**config.mk**
```make
export PLATFORM = sky130hd
export DESIGN_NAME = adam_clk_div_ctrl
export DESIGN_NICKNAME = d
export VERILOG_FILES = /design/src/rtl/adam_clk_div_ctrl_pkg.sv /design/src/rtl/adam_clk_div_ctrl_timer.sv /design/src/rtl/adam_clk_div_ctrl.sv
export SDC_FILE = /design/constraint.sdc
export NUM_CORES = 1
export LEC_CHECK = 0
export CAP_MARGIN = 40
export CELL_PAD_IN_SITES_DETAIL_PLACEMENT = 0
export CELL_PAD_IN_SITES_GLOBAL_PLACEMENT = 1
export CORE_MARGIN = 1
export CORE_UTILIZATION = 45
export DETAILED_ROUTE_END_ITERATION = 8
export GPL_TIMING_DRIVEN = 0
export MAX_ROUTING_LAYER = met4
export PLACE_DENSITY_LB_ADDON = 0.05
export SYNTH_ARGS = -nofsm -noshare
export SYNTH_HDL_FRONTEND = slang
export SYNTH_SLANG_ARGS = --single-unit
```
**constraint.sdc**
```tcl
create_clock -name clk -period 6.8 [get_ports clk]
set_clock_uncertainty 0.2 [all_clocks]
set_input_delay 1.36 -clock clk [delete_from_list [all_inputs] [get_ports clk]]
set_output_delay 1.36 -clock clk [all_outputs]
set_load 0.02 [all_outputs]
```
**src/rtl/adam_clk_div_ctrl_pkg.sv**
```systemverilog
// Shared types and sizing helpers for the divider-ratio sequencer.
//   state_e    : sequencer states
//   cnt_width(): phase-counter width for a given set of phase lengths
//   CNT_W      : phase-counter width for the default phase lengths
package adam_clk_div_ctrl_pkg;

    typedef enum logic [2:0] {
        ST_IDLE   = 3'd0,
        ST_DRAIN  = 3'd1,
        ST_GATE   = 3'd2,
        ST_LOAD   = 3'd3,
        ST_SETTLE = 3'd4,
        ST_ENABLE = 3'd5
    } state_e;

    // $clog2 of the longest phase, plus one bit of headroom.
    function automatic int unsigned cnt_width(input int unsigned drain,
                                              input int unsigned gate,
                                              input int unsigned settle);
        int unsigned m;
        m = drain;
        if (gate > m)   m = gate;
        if (settle > m) m = settle;
        return $clog2(m) + 1;
    endfunction

    localparam int unsigned CNT_W = cnt_width(64, 2, 2);

endpackage

```
**src/rtl/adam_clk_div_ctrl_timer.sv**
```systemverilog
// Loadable down-counter shared by the DRAIN, GATE and SETTLE phases.
//   clk, rst_n : clock, async active-low reset
//   load/value : load value into the counter (has priority over en)
//   en         : decrement by one, saturating at zero
//   zero       : counter currently holds zero
module adam_clk_div_ctrl_timer #(
    parameter int unsigned W = 7
) (
    input  logic         clk,
    input  logic         rst_n,
    input  logic         load,
    input  logic [W-1:0] value,
    input  logic         en,
    output logic         zero
);

    logic [W-1:0] count_q;

    always_ff @(posedge clk or negedge rst_n) begin
        if (!rst_n) begin
            count_q <= '0;
        end else if (load) begin
            count_q <= value;
        end else if (en && (count_q != '0)) begin
            count_q <= count_q - W'(1);
        end
    end

    assign zero = (count_q == '0);

endmodule

```
**src/rtl/adam_clk_div_ctrl.sv**
```systemverilog
// Glitch-free reprogramming sequencer for an adam_clk_div divider.
// A request waits for the divider period boundary (or a drain timeout),
// gates the divided clock, loads the new ratio, lets it settle, then
// re-enables the clock and pulses done.
//   clk, rst_n           : clock, async active-low reset
//   req_valid/req_ready  : request handshake, req_div = requested ratio
//   div_tick             : divider period-boundary pulse
//   div_o, div_load      : ratio to divider and its one-cycle load strobe
//   gate_en              : divided-clock enable (1 = running)
//   busy                 : reconfiguration in progress
//   done, timeout, err   : completion / drain-timeout / rejection pulses
module adam_clk_div_ctrl
    import adam_clk_div_ctrl_pkg::*;
#(
    parameter int unsigned WIDTH         = 8,
    parameter int unsigned RESET_DIV     = 1,
    parameter int unsigned GATE_CYCLES   = 2,
    parameter int unsigned SETTLE_CYCLES = 2,
    parameter int unsigned DRAIN_TIMEOUT = 64
) (
    input  logic             clk,
    input  logic             rst_n,
    input  logic             req_valid,
    output logic             req_ready,
    input  logic [WIDTH-1:0] req_div,
    input  logic             div_tick,
    output logic [WIDTH-1:0] div_o,
    output logic             div_load,
    output logic             gate_en,
    output logic             busy,
    output logic             done,
    output logic             timeout,
    output logic             err
);

    localparam int unsigned TMR_W = cnt_width(DRAIN_TIMEOUT, GATE_CYCLES, SETTLE_CYCLES);

    state_e            state_q, state_d;
    logic [WIDTH-1:0]  div_q, div_d;
    logic [WIDTH-1:0]  new_div_q, new_div_d;
    logic              flag_q, flag_d;
    logic              load_q, load_d;
    logic              gate_q, gate_d;
    logic              busy_q, busy_d;
    logic              ready_q, ready_d;
    logic              done_q, done_d;
    logic              to_q, to_d;
    logic              err_q, err_d;

    logic              tmr_load;
    logic [TMR_W-1:0]  tmr_val;
    logic              tmr_en;
    logic              tmr_zero;

    // Each phase loads (length - 1) so that zero marks its final cycle.
    adam_clk_div_ctrl_timer #(
        .W (TMR_W)
    ) u_timer (
        .clk   (clk),
        .rst_n (rst_n),
        .load  (tmr_load),
        .value (tmr_val),
        .en    (tmr_en),
        .zero  (tmr_zero)
    );

    // Next-state and next-output logic; outputs are registered below.
    always_comb begin
        state_d   = state_q;
        div_d     = div_q;
        new_div_d = new_div_q;
        flag_d    = flag_q;
        load_d    = 1'b0;
        done_d    = 1'b0;
        to_d      = 1'b0;
        err_d     = 1'b0;
        tmr_load  = 1'b0;
        tmr_val   = '0;
        tmr_en    = 1'b0;

        unique case (state_q)
            ST_IDLE: begin
                if (req_valid && ready_q) begin
                    if (req_div == '0) begin
                        err_d = 1'b1;
                    end else if (req_div == div_q) begin
                        done_d = 1'b1;
                    end else begin
                        new_div_d = req_div;
                        flag_d    = 1'b0;
                        state_d   = ST_DRAIN;
                        tmr_load  = 1'b1;
                        tmr_val   = TMR_W'(DRAIN_TIMEOUT - 1);
                    end
                end
            end
            ST_DRAIN: begin
                if (div_tick || tmr_zero) begin
                    flag_d   = !div_tick;
                    state_d  = ST_GATE;
                    tmr_load = 1'b1;
                    tmr_val  = TMR_W'(GATE_CYCLES - 1);
                end else begin
                    tmr_en = 1'b1;
                end
            end
            ST_GATE: begin
                if (tmr_zero) begin
                    state_d = ST_LOAD;
                    load_d  = 1'b1;
                    div_d   = new_div_q;
                end else begin
                    tmr_en = 1'b1;
                end
            end
            ST_LOAD: begin
                state_d  = ST_SETTLE;
                tmr_load = 1'b1;
                tmr_val  = TMR_W'(SETTLE_CYCLES - 1);
            end
            ST_SETTLE: begin
                if (tmr_zero) begin
                    state_d = ST_ENABLE;
                    done_d  = 1'b1;
                    to_d    = flag_q;
                    flag_d  = 1'b0;
                end else begin
                    tmr_en = 1'b1;
                end
            end
            ST_ENABLE: begin
                state_d = ST_IDLE;
            end
            default: begin
                state_d = ST_IDLE;
            end
        endcase

        gate_d  = !((state_d == ST_GATE) || (state_d == ST_LOAD) || (state_d == ST_SETTLE));
        busy_d  = (state_d != ST_IDLE);
        ready_d = (state_d == ST_IDLE);
    end

    // State and output registers.
    always_ff @(posedge clk or negedge rst_n) begin
        if (!rst_n) begin
            state_q   <= ST_IDLE;
            div_q     <= WIDTH'(RESET_DIV);
            new_div_q <= '0;
            flag_q    <= 1'b0;
            load_q    <= 1'b0;
            gate_q    <= 1'b1;
            busy_q    <= 1'b0;
            ready_q   <= 1'b1;
            done_q    <= 1'b0;
            to_q      <= 1'b0;
            err_q     <= 1'b0;
        end else begin
            state_q   <= state_d;
            div_q     <= div_d;
            new_div_q <= new_div_d;
            flag_q    <= flag_d;
            load_q    <= load_d;
            gate_q    <= gate_d;
            busy_q    <= busy_d;
            ready_q   <= ready_d;
            done_q    <= done_d;
            to_q      <= to_d;
            err_q     <= err_d;
        end
    end

    assign req_ready = ready_q;
    assign div_o     = div_q;
    assign div_load  = load_q;
    assign gate_en   = gate_q;
    assign busy      = busy_q;
    assign done      = done_q;
    assign timeout   = to_q;
    assign err       = err_q;

endmodule

```
==> summary.md, run 1 <==
| Metric | Value |
|---|---|
| Post-synth cell types | `47` |
| Wire per inst | `13.6 um` |
| DRT iter0 DRCs | `26` |
| PostCTS Resize Cnt | `0` |
| Worst hold path type | `reg2reg` |
| Placed instance area | `2020 um^2` |
| Outcome | `finished clean` |
| Layout fillers | `294` |
| Clock Latency Late Sink | `280 ps` |
| Top cell type's share of synthesized area | `45.6%` |
| Vias per cell | `5.28` |
| Fraction of registers with async set/reset | `100%` |
| Grt total ovfl | `0` |
| Port bufs | `26` |
| Worst-path fanout max | `10` |
| Slew Viols, Final | `0` |
| Syn nets | `162` |
| CTS tree | `yes` |
| Post-Layout Inst Area | `2100 um^2` |
| Hold Crit Start | `new_div_q[2]` |
| Leak pwr | `0.935 nW` |
| Clk sinks | `34` |
| Final core occ | `60.4%` |
| Syn Area/Cell | `11.4 um^2` |
| Power share of the clock group | `18.3%` |
| First-pass GRT wire length | `5400 um` |
| Share of power burned in registers | `41.6%` |
| RSZ-0062 raised after global routing | `no` |
| Worst-path clk slew | `60 ps` |
| Drt first pass iters | `4` |
| Final setup vio count | `0` |
| Initial Util | `49.1%` |
| Fmax | `0.301 GHz` |
| Power Density | `366 nW/um^2` |
| Antenna-violating nets left | `0` |
| Nets@finish | `195` |
| DRC violations left | `0` |
| Clock Tree Root | `clkbuf_8` |
| Worst R2R Start | `u_timer.count_q[0]` |
| Final Hold Fails | `0` |
| Max-slew headroom | `50.7%` |
| Num CTS Buffers | `5` |
| Initial antenna violation count | `0` |
| Sequential fraction of the synthesis area | `50.2%` |
| Full die area | `4030 um^2` |
| Fin crit share | `48.9%` |
| Vias in the first global route | `1174` |
| Final Critical Period | `3320 ps` |
| Worst setup path class | `in2reg` |
| Crit path launch | `req_div[4]` |
| I/O pin count | `27` |
| Fraction of layout cells with a size suffix above 1 | `16.4%` |
| Mapped cell area | `1700 um^2` |
| EDFF count, synth | `0` |
| Hold Buf Count CTS | `0` |
| Worst Path Required | `6770 ps` |
| Net Sw Power | `0.266 mW` |
| Vias | `1210` |
| Synthesized flop and latch total | `34` |
| Synth warn | `0` |
| Type of origin of the critical path | `input port` |
| Setup bufs post-CTS | `0` |
| Maximum VDD drop | `0.192 mV` |
| Slew at the pin closest to its max-slew limit | `739 ps` |
| Net Sw Frac | `34.7%` |
| Most used DFF post-synth | `dfrtp_1` |
| Most frequent cells after synthesis | `dfrtp_1 (31), a21oi_1 (11), inv_1 (9), xor2_1 (8), mux2_1 (7)` |
| Die X | `63.5 um` |
| Largest area contributor in the netlist | `dfrtp_1` |
| HPWL Detailed | `2290 um` |
| Count leader, synth | `dfrtp_1` |
| Largest net degree at the start of global routing | `35` |
| Setup TNS | `0 ps` |
| WL final | `3110 um` |
| CP endpoint kind | `register` |
| Placed cells | `221` |
| P_int | `0.501 mW` |
| Max-Cap Viols | `0` |
| # diodes | `0` |
| Crit path arrival time | `3290 ps` |
| Top post-synthesis cells by area | `dfrtp_1 (46%), dfstp_2 (4.6%), mux2_1 (4.6%)` |
| Chip height | `63.5 um` |
| Gate power share | `40.1%` |
| Global Route Usage Sum | `18.3%` |
| Core area | `3470 um^2` |
| Std-Cell Rows | `21` |
| Post-Layout Cell Count | `229` |
| Synth Instances | `149` |
| Synthesis-to-finish area growth | `23.1%` |
| H-tree depth | `2` |
| Maximum buffer depth of the clock tree | `2` |
| RePlAce Congestion | `0.761` |
==> placed cells by master (no fill, tap or decap), types with 4 or more instances in the layout <==
cell type	instances
a21oi_1	11
clkbuf_1	5
clkbuf_8	5
clkdlybuf4s50_1	25
dfrtp_1	31
inv_1	9
mux2_1	7
mux2_2	5
mux2_4	4
nand2_1	6
nor2_1	5
nor3_1	4
nor4_1	5
o21a_1	4
xor2_1	8
==> state kept, by name, indices dropped and copies added (netlist names) <==
signal and count:
busy 1, div_load 1, div_o 8, done 1, err 1, flag_q 1
gate_en 1, new_div_q 8, req_ready 1, state_q 3, timeout 1, u_timer.count_q 7
==> layout make-up <==
cell class	count	area, um^2	share of cell area [%]
Clock buffer	8	80.1	3.82
Multi-Input combinational cell	100	779	37.2
Inverter	9	33.8	1.61
Sequential cell	34	855	40.8
Buffer	6	35.0	1.67
Timing Repair Buffer	26	255	12.2
Tap cell	46	57.6	2.75
==> per-stage QoR <==
step / hold WS [ps] / setup WS, ps / total power [mW]
2_1_floorplan: 254 / 3900 / 0.540
3_3_place_gp: 260 / 3140 / 0.621
3_5_place_dp: 275 / 3130 / 0.631
4_1_cts: 289 / 3430 / 0.772
5_1_grt: 301 / 3370 / 0.824
6_report: 284 / 3480 / 0.766
==> power by group through the flow <==
| stage | Clock [mW] | Sequential (mW) | Combinational [mW] |
|---|---|---|---|
| global placement | 0 | 0.319 | 0.302 |
| finish | 0.140 | 0.319 | 0.308 |
| global route | 0.154 | 0.328 | 0.341 |
| CTS | 0.144 | 0.319 | 0.310 |
| detailed placement | 0 | 0.322 | 0.309 |
| floorplan | 0 | 0.335 | 0.205 |
==> per-layer routing <==
layer / share of wire, % / wire length (um) / up-vias / track usage [%]
li1: - / - / 596 / -
met1: 48 / 1500 / 581 / 22.9
met2: 45 / 1410 / 26 / 27.1
met3: 4.5 / 141 / 7 / 5.25
met4: 1.9 / 60 / 0 / 8.52
met5: 0 / 0 / - / -
==> critical path: stages <==
cell and delay (ps):
clkdlybuf4s50_1 460, nor4_1 510, a2111oi_2 160, a21bo_2 310
buf_6 180, mux2_4 300
==> cell families after synthesis <==
kind of cell,count (synthesis),share of synthesized area [%]
AOI/OAI and AO/OA,31,13.5
xor gates and xnor gates,9,4.63
adders and majority gates,1,0.735
buffers and inverters,15,4.04
DFF,34,50.2
muxes,17,12.1
and+or+nand+nor,42,14.8
==> path summary, 6_finish.rpt <==
check | end | slack [ps] | depth (start not counted)
worst max register to register | div_o[2] | 4450 | 7
max in group asynchronous | new_div_q[3] | 4990 | 1
worst max-delay path | new_div_q[6] | 3480 | 6
min in group asynchronous | flag_q | 940 | 1
worst min-delay path | new_div_q[2] | 280 | 1
worst min register to register | new_div_q[2] | 280 | 1
Note: power is estimated with default switching activity, not from simulation.
==> run 2: changes to the inputs <==
- CORE_UTILIZATION: 45 -> 42
- clock period: 6.8 -> 3.2 ns (I/O delays scaled with it)
==> summary.md, run 2 (synthesis results as in run 1) <==
| Metric | Value |
|---|---|
| Initial antenna violation count | `0 (unchanged)` |
| Maximum buffer depth of the clock tree | `2 (unchanged)` |
| Initial Util | `45.2% (-3.9 points)` |
| DRC violations left | `0 (unchanged)` |
| Fraction of layout cells with a size suffix above 1 | `17.5% (+1.1 points)` |
| Flop2flop setup slack | `830 ps (-3620 ps)` |
| Worst-path fanout max | `10 (unchanged)` |
| Std-Cell Rows | `22 (+4.8%)` |
| Post-Layout Inst Area | `2110 um^2 (+0.66%)` |
| Commonest non-fill, non-tap cell in the layout | `dfrtp_1` |
| Worst R2R Start | `u_timer.count_q[0]` |
| Worst setup path class | `in2reg` |
| # diodes | `0 (unchanged)` |
| Final Critical Period | `2610 ps` |
| Max-Cap Viols | `0 (unchanged)` |
| Register Area | `855 um^2 (unchanged)` |
| Clock Tree Root | `clkbuf_8` |
| Setup bufs post-CTS | `0 (unchanged)` |
| Synthesis-to-finish area growth | `23.9%` |
| Hold Buf Count CTS | `0 (unchanged)` |
| Antenna-violating nets left | `0 (unchanged)` |
| Placement Setup Slack | `220 ps (-2910 ps)` |
| Global Route Usage Sum | `18.7% (+0.43 points)` |
| Largest net degree at the start of global routing | `35 (unchanged)` |
| RSZ-0062 raised after global routing | `no` |
| Slowest CP cell | `nor4_1` |
| Num CTS Buffers | `5 (unchanged)` |
| Crit path to | `new_div_q[6]` |
| Chip height | `65.7 um (+3.4%)` |
| Clock Latency Late Sink | `280 ps (about the same)` |
| Fin crit share | `81.6%` |
| Slew Viols, Final | `0 (unchanged)` |
| Layout fillers | `335 (+14%)` |
| PostCTS Resize Cnt | `0 (unchanged)` |
| Placed instance area | `2020 um^2 (+0.12%)` |
| Drt first pass iters | `4 (unchanged)` |
| Max-slew headroom | `50.9% (+0.19 points)` |
| HPWL Detailed | `2390 um (+4.4%)` |
| Crit path launch | `req_div[4]` |
| Wire per inst | `14.2 um (+4.8%)` |
| Die X | `65.7 um (+3.4%)` |
| Outcome | `finished clean` |
| Final setup vio count | `0 (unchanged)` |
| Slew at the pin closest to its max-slew limit | `736 ps (-2.85 ps)` |
| Full die area | `4310 um^2 (+6.9%)` |
| Final WS setup | `590 ps (-2890 ps)` |
| Vias per cell | `5.31 (+0.45%)` |
| Worst hold path type | `in2async` |
| Final Hold Fails | `0 (unchanged)` |
| Total Power | `1.66 mW (+120%)` |
| FF-to-FF End | `div_o[1]` |
| Port bufs | `26 (unchanged)` |
| Footprint of the multi-input gates | `779 um^2 (unchanged)` |
| First-pass GRT wire length | `5870 um (+8.8%)` |
| CP peak stage delay | `510 ps (about the same)` |
| Commonest cells after routing, fill and taps aside | `dfrtp_1 (31), clkdlybuf4s50_1 (25), a21oi_1 (11)` |
| Power Density | `785 nW/um^2 (+110%)` |
| Cells along the critical path | `clkdlybuf4s50_1 -> nor4_1 -> a2111oi_2 -> a21bo_2 -> buf_6 -> mux2_4` |
| Fmax | `0.383 GHz` |
| Clk sinks | `34 (unchanged)` |
| Worst-path clk slew | `70 ps (about the same)` |
| DRT iter0 DRCs | `34 (+31%)` |
| CP endpoint kind | `register` |
| Nets@finish | `195 (unchanged)` |
| Vias | `1226 (+1.3%)` |
| Vias in the first global route | `1268 (+8.0%)` |
| Setup TNS | `0 ps (unchanged)` |
| Maximum VDD drop | `0.350 mV (+82%)` |
| H-tree depth | `2 (unchanged)` |
| RePlAce Congestion | `0.776 (+1.9%)` |
| Core area | `3770 um^2 (+8.7%)` |
| Grt total ovfl | `0 (unchanged)` |
| Worst Path Required | `3170 ps (-3600 ps)` |
| Leak pwr | `0.944 nW (+0.93%)` |
| I/O pin count | `27 (unchanged)` |
| Type of origin of the critical path | `input port` |
| FF-to-FF path depth | `7 (unchanged)` |
| CTS tree | `yes` |
| Crit path arrival time | `2580 ps (-710 ps)` |
| WL final | `3290 um (+5.7%)` |
[run 2: cell count changes in the layout (fill, tap and decap cells not counted)]
cell / previous run / this run
clkbuf_1: 5 / 3
clkbuf_8: 5 / 6
clkinv_2: 0 / 1
[run 2: cell type report]
cell class,count,share of cell area (%)
flip-flops and latches,34,40.5
inverters,9,1.60
multi-input cells,100,37.0
plain buffers,6,1.66
clock inverters,1,0.237
repair buffers,26,12.1
clock buffers,7,4.09
well taps,48,2.85
[run 2: power by group]
part | switching (mW) | internal (mW) | total (mW)
clock | 0.147 | 0.173 | 0.320
combinational | 0.329 | 0.325 | 0.654
sequential | 0.0983 | 0.583 | 0.681
total | 0.574 | 1.08 | 1.66
[run 2: routing by layer]
layer	GRT usage [%]	part of all wire, %	vias up	wire (um)
met4	6.52	0.97	0	32
li1	-	-	595	-
met1	22.9	46	600	1530
met2	30.2	49	27	1600
met5	-	0	-	0
met3	4.17	3.8	4	124
[run 2: how the worst min path moves through the flow]
stage / end / cells past startpoint / slack (ps)
4_1_cts: new_div_q[3] / 1 / 250
5_1_grt: new_div_q[0] / 1 / 280
2_1_floorplan: busy / 0 / 140
3_5_place_dp: new_div_q[1] / 1 / 280
3_3_place_gp: div_o[1] / 1 / 260
6_report: new_div_q[3] / 1 / 220
[run 2: critical path, delay by kind of cell]
kind,cells,cell delay [ps]
buffers and inverters,2,640
and+or+nand+nor,1,510
AOI/OAI and AO/OA,2,470
muxes,1,310
[run 2: metrics by stage]
stage	hold WS, ps	std cells	util, %
floorplan	144	149	-
global placement	260	223	53.6
detailed placement	277	223	53.5
CTS	247	231	55.9
global route	281	231	55.9
finish	223	231	55.9
==> run 3: changes to the inputs <==
- clock period: 3.2 -> 2.7 ns (I/O delays scaled with it)
==> results of run 3 <==
Same layout as run 2 (identical final DEF). Status: finished clean.
Main changes from that run: setup slack after placement 220 ps -> -180 ps; setup slack after layout 590 ps -> 190 ps; hold slack 223 ps -> 123 ps; register-to-register setup slack 830 ps -> 330 ps; total power 1.66 mW -> 1.96 mW; worst IR drop on VDD 0.350 mV -> 0.414 mV
